--- config.mk ---
export PLATFORM = sky130hd
export DESIGN_NAME = kb_scan_ctrl
export DESIGN_NICKNAME = d
export VERILOG_FILES = /design/src/rtl/kb_pkg.sv /design/src/rtl/kb_evt_fifo.sv /design/src/rtl/kb_scan_ctrl.sv
export SDC_FILE = /design/constraint.sdc
export NUM_CORES = 1
export LEC_CHECK = 0
export CAP_MARGIN = 20
export CORE_AREA = 10 10 88 128
export DETAILED_ROUTE_END_ITERATION = 16
export DIE_AREA = 0 0 98 138
export HOLD_SLACK_MARGIN = 0.15
export PLACE_DENSITY = 0.82
export SYNTH_ARGS = -nofsm -noshare
export SYNTH_HDL_FRONTEND = slang
export SYNTH_HIERARCHICAL = 1
export SYNTH_SLANG_ARGS = --single-unit
--- constraint.sdc ---
create_clock -name clk -period 10.15 [get_ports clk]
set_input_delay 3.045 -clock clk [delete_from_list [all_inputs] [get_ports clk]]
set_output_delay 3.045 -clock clk [all_outputs]
set_load 0.01 [all_outputs]
--- src/rtl/kb_pkg.sv ---
// kb_pkg: shared types and helpers for the 4x4 keypad scan controller.
//   kb_state_t  - scan sequencer states
//   KB_N        - keypad rows/columns
//   KB_KEYS     - total keys
//   kb_evt_t    - queued key event {code, press}
//   kb_key_idx  - key index row*4 + col
package kb_pkg;

  localparam int unsigned KB_N    = 4;
  localparam int unsigned KB_KEYS = 16;

  typedef enum logic [1:0] {
    ST_IDLE,
    ST_DRIVE,
    ST_SCAN
  } kb_state_t;

  typedef struct packed {
    logic [3:0] code;
    logic       press;
  } kb_evt_t;

  function automatic logic [3:0] kb_key_idx(input logic [1:0] row,
                                            input logic [1:0] col);
    return {row, col};
  endfunction

endpackage

--- src/rtl/kb_evt_fifo.sv ---
// kb_evt_fifo: first-word-fall-through FIFO for key events.
// Ports:
//   clk   - clock, rising edge
//   rst   - synchronous active-low reset, empties the FIFO
//   push  - write din (accepted when not full, or when full with a pop)
//   din   - write data
//   full  - no free entry
//   pop   - consume the head entry (ignored when empty)
//   dout  - head entry; holds the last popped value while empty
//   empty - no valid entry
module kb_evt_fifo #(
  parameter int unsigned DEPTH = 4,
  parameter int unsigned WIDTH = 5
) (
  input  logic             clk,
  input  logic             rst,
  input  logic             push,
  input  logic [WIDTH-1:0] din,
  output logic             full,
  input  logic             pop,
  output logic [WIDTH-1:0] dout,
  output logic             empty
);

  localparam int unsigned AW = $clog2(DEPTH);
  localparam logic [AW:0] FULL_CNT = (AW+1)'(DEPTH);

  logic [WIDTH-1:0] mem [DEPTH];
  logic [AW-1:0]    wr_ptr;
  logic [AW-1:0]    rd_ptr;
  logic [AW:0]      count;
  logic [WIDTH-1:0] last;
  logic             do_push;
  logic             do_pop;

  assign empty   = (count == '0);
  assign full    = (count == FULL_CNT);
  assign do_pop  = pop && !empty;
  // When full, the slot being written is the one being popped this cycle.
  assign do_push = push && (!full || do_pop);
  assign dout    = empty ? last : mem[rd_ptr];

  always_ff @(posedge clk) begin
    if (do_push) begin
      mem[wr_ptr] <= din;
    end
  end

  always_ff @(posedge clk) begin
    if (!rst) begin
      wr_ptr <= '0;
      rd_ptr <= '0;
      count  <= '0;
      last   <= '0;
    end else begin
      if (do_push) begin
        wr_ptr <= wr_ptr + 1'b1;
      end
      if (do_pop) begin
        rd_ptr <= rd_ptr + 1'b1;
        last   <= mem[rd_ptr];
      end
      case ({do_push, do_pop})
        2'b10:   count <= count + 1'b1;
        2'b01:   count <= count - 1'b1;
        default: count <= count;
      endcase
    end
  end

endmodule

--- src/rtl/kb_scan_ctrl.sv ---
// kb_scan_ctrl: 4x4 keypad scan sequencer with per-key debounce and an
// event FIFO.
// Ports:
//   clk       - system clock, rising edge
//   rst       - synchronous active-low reset
//   scan_en   - 1 = keep scanning; 0 = park after the current column
//   kb_row    - raw active-low row inputs (asynchronous)
//   kb_col    - active-low column drive, one-cold while scanning
//   key_valid - event FIFO non-empty
//   key_ready - consumer accepts the head event
//   key_code  - head event key index (row*4 + col)
//   key_press - head event type, 1 = press, 0 = release
//   key_state - debounced key state, bit k = key k held
// Build option: KB_RELEASE_EVT_EN - when defined, releases are queued as
// events too; otherwise only presses are queued.
module kb_scan_ctrl
  import kb_pkg::*;
#(
  parameter int unsigned SETTLE_CYC = 16,
  parameter int unsigned DEB_SCANS  = 4,
  parameter int unsigned FIFO_DEPTH = 4
) (
  input  logic        clk,
  input  logic        rst,
  input  logic        scan_en,
  input  logic [3:0]  kb_row,
  output logic [3:0]  kb_col,
  output logic        key_valid,
  input  logic        key_ready,
  output logic [3:0]  key_code,
  output logic        key_press,
  output logic [15:0] key_state
);

  localparam int unsigned CW = $clog2(DEB_SCANS + 1);
  localparam int unsigned SW = (SETTLE_CYC > 1) ? $clog2(SETTLE_CYC) : 1;
  localparam logic [CW-1:0] DEB_MAX     = CW'(DEB_SCANS);
  localparam logic [SW-1:0] SETTLE_LAST = SW'(SETTLE_CYC - 1);

  kb_state_t     state, state_nxt;
  logic [1:0]    col, col_nxt;
  logic [1:0]    row, row_nxt;
  logic [SW-1:0] settle, settle_nxt;
  logic [3:0]    kb_col_nxt;

  logic [3:0]    row_meta;
  logic [3:0]    row_sync;
  logic [3:0]    samp;

  logic [CW-1:0] cnt [KB_KEYS];
  logic [3:0]    k;
  logic          cur;
  logic [CW-1:0] cnt_inc;
  logic          cnt_wr;
  logic [CW-1:0] cnt_val;
  logic          toggle;
  logic          evt_push;
  logic          evt_needed;
  logic          advance;

  logic          fifo_full;
  logic          fifo_empty;
  logic          pop;
  kb_evt_t       evt_in;
  kb_evt_t       evt_out;

  assign samp    = ~row_sync;
  assign k       = kb_key_idx(row, col);
  assign cur     = key_state[k];
  assign cnt_inc = cnt[k] + 1'b1;
  assign pop     = key_valid && key_ready;

`ifdef KB_RELEASE_EVT_EN
  assign evt_needed = 1'b1;
`else
  // Only a transition to pressed (current state 0) produces an event.
  assign evt_needed = ~cur;
`endif

  assign evt_in.code  = k;
  assign evt_in.press = ~cur;

  always_comb begin
    state_nxt  = state;
    col_nxt    = col;
    row_nxt    = row;
    settle_nxt = settle;
    kb_col_nxt = kb_col;
    cnt_wr     = 1'b0;
    cnt_val    = '0;
    toggle     = 1'b0;
    evt_push   = 1'b0;
    advance    = 1'b0;

    case (state)
      ST_IDLE: begin
        kb_col_nxt = '1;
        if (scan_en) begin
          state_nxt  = ST_DRIVE;
          settle_nxt = '0;
          kb_col_nxt = ~(4'b0001 << col);
        end
      end

      ST_DRIVE: begin
        if (settle == SETTLE_LAST) begin
          state_nxt = ST_SCAN;
          row_nxt   = '0;
        end else begin
          settle_nxt = settle + 1'b1;
        end
      end

      ST_SCAN: begin
        if (samp[row] == cur) begin
          cnt_wr  = 1'b1;
          cnt_val = '0;
          advance = 1'b1;
        end else if (cnt_inc == DEB_MAX) begin
          // Hold the row (no state/counter change) until the FIFO can take it.
          if (!evt_needed || !fifo_full || pop) begin
            cnt_wr   = 1'b1;
            cnt_val  = '0;
            toggle   = 1'b1;
            evt_push = evt_needed;
            advance  = 1'b1;
          end
        end else begin
          cnt_wr  = 1'b1;
          cnt_val = cnt_inc;
          advance = 1'b1;
        end

        if (advance) begin
          if (row == 2'd3) begin
            col_nxt = col + 1'b1;
            if (scan_en) begin
              state_nxt  = ST_DRIVE;
              settle_nxt = '0;
              kb_col_nxt = ~(4'b0001 << col_nxt);
            end else begin
              state_nxt  = ST_IDLE;
              kb_col_nxt = '1;
            end
          end else begin
            row_nxt = row + 1'b1;
          end
        end
      end

      default: begin
        state_nxt  = ST_IDLE;
        kb_col_nxt = '1;
      end
    endcase
  end

  always_ff @(posedge clk) begin
    if (!rst) begin
      row_meta <= '1;
      row_sync <= '1;
    end else begin
      row_meta <= kb_row;
      row_sync <= row_meta;
    end
  end

  always_ff @(posedge clk) begin
    if (!rst) begin
      state  <= ST_IDLE;
      col    <= '0;
      row    <= '0;
      settle <= '0;
      kb_col <= '1;
    end else begin
      state  <= state_nxt;
      col    <= col_nxt;
      row    <= row_nxt;
      settle <= settle_nxt;
      kb_col <= kb_col_nxt;
    end
  end

  always_ff @(posedge clk) begin
    if (!rst) begin
      key_state <= '0;
      for (int unsigned i = 0; i < KB_KEYS; i++) begin
        cnt[i] <= '0;
      end
    end else begin
      if (cnt_wr) begin
        cnt[k] <= cnt_val;
      end
      if (toggle) begin
        key_state[k] <= ~cur;
      end
    end
  end

  kb_evt_fifo #(
    .DEPTH (FIFO_DEPTH),
    .WIDTH ($bits(kb_evt_t))
  ) u_fifo (
    .clk   (clk),
    .rst   (rst),
    .push  (evt_push),
    .din   (evt_in),
    .full  (fifo_full),
    .pop   (pop),
    .dout  (evt_out),
    .empty (fifo_empty)
  );

  assign key_valid = ~fifo_empty;
  assign key_code  = evt_out.code;
  assign key_press = evt_out.press;

endmodule

==> results of run 1 <==
cell families after synthesis:
family | Yosys count | share of synthesized area
DFF | 120 | 0.552
buffers and inverters | 46 | 0.0345
and+or+nand+nor | 159 | 0.128
muxes | 39 | 0.128
xor gates and xnor gates | 4 | 0.00627
adders and majority gates | 18 | 0.0417
AOI/OAI and AO/OA | 80 | 0.109
report_power, final:
| group | leakage [nW] | internal (mW) | total [mW] | switching [mW] |
|---|---|---|---|---|
| sequential | 1.08 | 0.524 | 0.530 | 0.00578 |
| clock | 0.263 | 0.357 | 0.565 | 0.208 |
| combinational | 0.871 | 0.0172 | 0.0414 | 0.0242 |
| total | 2.21 | 0.898 | 1.14 | 0.238 |
critical path: stages:
cell	delay, ns
clkdlybuf4s50_1	0.46
nand2b_1	0.10
a21oi_1	0.16
mux2_2	0.21
o2111ai_2	0.44
nor2_1	0.21
a21boi_1	0.49
inv_1	0.09
ha_1	0.24
inv_1	0.08
fa_1	0.19
xor2_1	0.08
or3_1	0.32
a21oi_1	0.14
cell type report:
type | count | share of cell area
Sequential cell | 120 | 0.472
Multi-Input combinational cell | 300 | 0.354
Clock buffer | 18 | 0.0658
Timing Repair Buffer | 36 | 0.0533
Tap cell | 112 | 0.0215
Clock inverter | 14 | 0.0205
Inverter | 22 | 0.0127
routing by layer:
layer	track usage	vias up
met1	0.190	1924
met3	0.0559	26
met5	0	-
met2	0.339	110
li1	-	1773
met4	0.0975	0
cells in the mapped netlist (2+ instances only):
library cell,n,area share
a21oi_1,8,0.0072
o21a_1,2,0.0027
or2_2,3,0.0034
or3_1,2,0.0022
nor3_1,2,0.0018
a311oi_1,2,0.0031
nor2b_1,5,0.0056
buf_2,9,0.0081
dfxtp_1,52,0.19
inv_1,22,0.015
xor2_1,3,0.0047
o21ai_0,26,0.023
nand2b_1,10,0.011
a22oi_1,2,0.0027
mux4_2,25,0.10
nand2_1,40,0.027
nor2_1,77,0.052
o2111ai_2,3,0.0081
clkbuf_1,12,0.0081
o221a_2,16,0.032
o31a_1,2,0.0031
edfxtp_1,68,0.37
nand3_1,6,0.0054
mux2_2,10,0.020
o211ai_1,9,0.012
ha_1,17,0.038
mux2i_1,4,0.0072
and3_1,3,0.0034
a31oi_1,2,0.0022
and2_1,5,0.0056
state kept, by name, indices dropped and copies added (netlist names), named ones only:
name,cells
cnt,48
u_fifo/mem,20
key_state,16
u_fifo/last,5
kb_col,4
row_meta,4
row_sync,4
settle,4
u_fifo/count,3
col,2
row,2
state,2
u_fifo/rd_ptr,2
u_fifo/wr_ptr,2
worst min path at each step:
stage / endpoint / start / slack (ns)
2_1_floorplan: row_sync[0] / row_meta[0] / 0.39
6_report: row_sync[0] / row_meta[0] / 0.41
4_1_cts: row_sync[0] / row_meta[0] / 0.41
3_3_place_gp: row_sync[3] / row_meta[3] / 0.39
5_1_grt: row_sync[0] / row_meta[0] / 0.43
3_5_place_dp: row_sync[0] / row_meta[0] / 0.40
per-stage QoR:
step,cells,cell area (µm²)
4_1_cts,622,6530
2_1_floorplan,466,5580
6_report,622,6530
5_1_grt,622,6530
3_3_place_gp,590,5960
3_5_place_dp,590,5960
==> flow_metrics.tcl, run 1 <==
set metrics [dict create \
    setup_tns_ns 0 \
    ctsHoldBuffers 0 \
    overflow 0 \
    cts_htree_levels 4 \
    cts_buffers 17 \
    syn-instance-count 466 \
    syn-cell-area_um2 5580 \
    syn-num-nets 492 \
    clockBufferDepth 2 \
    max_freq_mhz 169 \
    cts_tree "built" \
    dp_slack_ns 3.84 \
    seqCellArea_um2 3080 \
    vias 3833 \
    fin_crit_sh 0.584 \
    multiInputGateArea_um2 2310 \
    ys_ff_latch 120 \
    drtPass1Iterations 5 \
    yosysWarnings 6 \
    yosys.cell_types.count 49 \
    power_density_nw_per_um2 174 \
    layout.nets 523 \
    utilization 0.718 \
    viasPerCell 6.16 \
    drive_gt1_frac 0.184 \
    ctsResizeCount 0 \
    grt.total_usage 0.189 \
    die_w_um 98 \
    hold_depth 1 \
    rows 43 \
    area_growth_pct 16.8 \
    synth-main-ff-cell "edfxtp_1" \
    dr.first_iter.drc_count 226 \
    cp.arrival_ns 6.26 \
    insertion_delay_ns 0.41 \
    wl_met1_mm 4.64 \
    outcome "complete, no violations" \
    clock_skew_ns 0.00951 \
    antenna_found_initial 0 \
    setup_viol 0 \
    most-common-layout-cells "77 x nor2_1, 68 x edfxtp_1, 52 x dfxtp_1, 40 x nand2_1, 32 x clkdlybuf4s50_1" \
    grt_pass1_wl_mm 20.2 \
    dp_hpwl_mm 8.72 \
    ys_seq_area_frac 0.552 \
    dieArea_um2 13500 \
    finalWeightedCongestion 0.838 \
    cap_viol_max_count 0 \
    portBuffers 33 \
    synth-async-reset-ratio 0 \
    reg2reg_from "col[0]" \
    reg2reg_setup_slack_ns 5.31 \
    critPathKind "input port to flip-flop" \
    final_common_cell "nor2_1" \
    fill_cells 624 \
    first_global_vias 3886 \
    met2WireLength_mm 7.03 \
    ff2ff_path_depth 15 \
    initial_core_util 0.614 \
    maxSlewViolCount 0 \
    whs_ns 0.408 \
    hold_class "flip-flop to flip-flop" \
    worst_slew_pin_slew_ns 0.903 \
    relSlewSlack 0.398 \
    io_pins 34 \
    wl_met3_um 607 \
    wl_mm 12.7 \
    route.detailed.drc 0 \
    power_leakage_nw 2.21 \
    cp_max_fo 17 \
    avgSynthCellArea_um2 12.0 \
    wl_per_cell_um 20.4 \
    antenna_cells 0 \
    ir_drop_v 0.000155 \
    top_layer_used "met4" \
    power_mw 1.14 \
    fin_crit_ns 5.92 \
    start_kind "input port" \
    crit_required_ns 10.48 \
    fp.dieH_um 138 \
    coreArea_um2 9090 \
    setup_slack_ns 4.23 \
    critical_path.startpoint "key_ready" \
    grt_max_degree 74 \
    rsz0062_at_grt "no" \
    synth_edf_count 68 \
    cts_root_buf "clkbuf_16" \
    end_kind "flip-flop" \
    route.antenna.remaining_nets 0 \
    cts.clk_slew.worst_paths_ns 0.05 \
    endpoint "u_fifo/count[2]" \
    post-cts-setup-buffers 0 \
    hold_viol 0 \
    rr_endpoint "u_fifo/count[2]" \
    cts_sinks 120 \
]
(Power assumes the default switching activity.)
==> run 2, diff against run 1 <==
--- a/config.mk
+++ b/config.mk
@@ -6,11 +6,11 @@
 export NUM_CORES = 1
 export LEC_CHECK = 0
 export CAP_MARGIN = 20
-export CORE_AREA = 10 10 88 128
+export CORE_AREA = 10 10 95 139
 export DETAILED_ROUTE_END_ITERATION = 16
-export DIE_AREA = 0 0 98 138
+export DIE_AREA = 0 0 105 149
 export HOLD_SLACK_MARGIN = 0.15
-export PLACE_DENSITY = 0.82
+export PLACE_DENSITY = 0.73
 export SYNTH_ARGS = -nofsm -noshare
 export SYNTH_HDL_FRONTEND = slang
 export SYNTH_HIERARCHICAL = 1
==> constraint.sdc (replaced) <==
create_clock -name clk -period 5.3 [get_ports clk]
set_input_delay 1.59 -clock clk [delete_from_list [all_inputs] [get_ports clk]]
set_output_delay 1.59 -clock clk [all_outputs]
set_load 0.01 [all_outputs]
==> run 2 against run 1 <==
Effect of this change:
- cell area grew 1.5%
- total power grew 99%
- sequential cell count is the same
- critical path depth is the same
- cell count grew 5.9%
- core utilization shrank 11 points
- routed wire length grew 0.57%
- sequential power grew 91%
- first-iteration DRC count grew 4.0%
- largest cell class unchanged
- largest power group unchanged
==> flow_metrics.tcl, run 2 (synthesis results as in run 1) <==
set metrics [dict create \
    outcome "complete, no violations" \
    dieArea_um2 15600 \
    viasPerCell 5.76 \
    vias 3798 \
    relSlewSlack 0.403 \
    slowest_stage "dfxtp_1" \
    power_density_nw_per_um2 341 \
    route.detailed.drc 0 \
    rsz0062_at_grt "no" \
    ctsResizeCount 0 \
    cts_htree_levels 4 \
    fin_cells 659 \
    critical_path.top_delay_family "multiplexers" \
    cp.arrival_ns 4.67 \
    clock_skew_ns 0.00825 \
    layout.nets 525 \
    overflow 0 \
    coreArea_um2 10800 \
    ff2ff_path_depth 14 \
    hold_depth 1 \
    top_layer_used "met4" \
    top_regs "cnt (48), u_fifo/mem (20), key_state (16)" \
    ctsHoldBuffers 0 \
    hold_viol 0 \
    cp_max_fo 10 \
    finalWeightedCongestion 0.860 \
    whs_ns 0.406 \
    cap_viol_max_count 0 \
    rows 47 \
    initial_core_util 0.516 \
    antenna_cells 0 \
    stdcell_area_um2 6620 \
    min_from "row_meta[0]" \
    wl_met1_mm 4.51 \
    wl_per_cell_um 19.4 \
    grt_max_degree 56 \
    cts.clk_slew.worst_paths_ns 0.05 \
    cts_root_buf "clkbuf_16" \
    setup_tns_ns 0 \
    cts_buffers 17 \
    fin_crit_sh 0.819 \
    first_global_vias 3910 \
    setup_slack_ns 0.961 \
    max_freq_mhz 230 \
    most-common-layout-cells "77 x nor2_1, 68 x edfxtp_1, 52 x dfxtp_1, 40 x nand2_1, 32 x clkdlybuf4s50_1" \
    fp.dieH_um 149 \
    insertion_delay_ns 0.41 \
    route.antenna.remaining_nets 0 \
    dp_slack_ns 0.905 \
    maxSlewViolCount 0 \
    dr.first_iter.drc_count 235 \
    power_leakage_nw 2.25 \
    cts_sinks 120 \
    ir_drop_v 0.000209 \
    cts_tree "built" \
    power_mw 2.26 \
    start_kind "flip-flop" \
    drtPass1Iterations 5 \
    critPathKind "flip-flop to flip-flop" \
    antenna_found_initial 0 \
    drive_gt1_frac 0.193 \
    dp_hpwl_mm 8.83 \
    utilization 0.612 \
    crit_required_ns 5.64 \
    io_pins 34 \
    end_kind "flip-flop" \
    cpPeakStageDelay_ns 0.72 \
    post-place-cells 627 \
    top_register "cnt" \
    hold_class "flip-flop to flip-flop" \
    fin_crit_ns 4.34 \
    clockBufferDepth 2 \
    wl_met3_um 712 \
    final_common_cell "nor2_1" \
    post-cts-setup-buffers 0 \
    largest_reg_flops 48 \
    reg2reg_setup_slack_ns 0.96 \
    critPathBufInv 3 \
    met2WireLength_mm 7.17 \
    placed_area_um2 6020 \
    portBuffers 33 \
    setup_viol 0 \
    cp_cell_sequence "buf_4 > mux4_2 > mux4_2 > mux2_2 > o2111ai_2 > nor2_1 > a21boi_1 > inv_1 > ha_1 > inv_1 > fa_1 > xor2_1 > or3_1 > a21oi_1" \
    wl_mm 12.8 \
    reg2reg_from "col[0]" \
    worst_slew_pin_slew_ns 0.896 \
    area_growth_pct 18.6 \
    grt.total_usage 0.169 \
    grt_pass1_wl_mm 20.5 \
    die_w_um 105 \
    rr_endpoint "u_fifo/count[2]" \
    holdPathEnd "row_sync[0]" \
]
[run 2: area by class of cell]
class / instances / area (µm²)
Timing Repair Buffer: 38 / 363
Inverter: 22 / 82.6
Tap cell: 147 / 184
Multi-Input combinational cell: 300 / 2310
Fill cell: 882 / 4200
Clock inverter: 15 / 174
Clock buffer: 17 / 425
Sequential cell: 120 / 3080
[run 2: power breakdown]
group	switching, mW	total (mW)	internal (mW)
clock network	0.422	1.16	0.740
logic	0.0474	0.0801	0.0327
registers	0.0110	1.01	1.00
total	0.480	2.26	1.78
[run 2: how the worst max path moves through the flow]
| stage | slack [ns] | endpoint | depth (start not counted) | startpoint |
|---|---|---|---|---|
| after floorplan | 0.63 | u_fifo/count[2] | 17 | col[0] |
| after global placement | 0.98 | u_fifo/count[2] | 14 | key_ready |
| after detailed placement | 0.90 | u_fifo/count[2] | 14 | key_ready |
| after CTS | 0.90 | u_fifo/count[2] | 14 | col[0] |
| after global routing | 0.63 | u_fifo/count[2] | 14 | col[0] |
| final | 0.96 | u_fifo/count[2] | 14 | col[0] |
[run 2: worst register-to-register path: stages, from the launching register on]
cell and delay, ns:
dfxtp_1 0.72, buf_4 0.31, mux4_2 0.52, mux4_2 0.58
mux2_2 0.32, o2111ai_2 0.15, nor2_1 0.14, a21boi_1 0.41
inv_1 0.09, ha_1 0.23, inv_1 0.07, fa_1 0.18
xor2_1 0.07, or3_1 0.30, a21oi_1 0.16
[run 2: per-layer routing]
layer,vias to the layer above,global-route usage
li1,1774,-
met1,1890,0.167
met2,108,0.314
met3,26,0.0454
met4,0,0.0875
met5,-,0
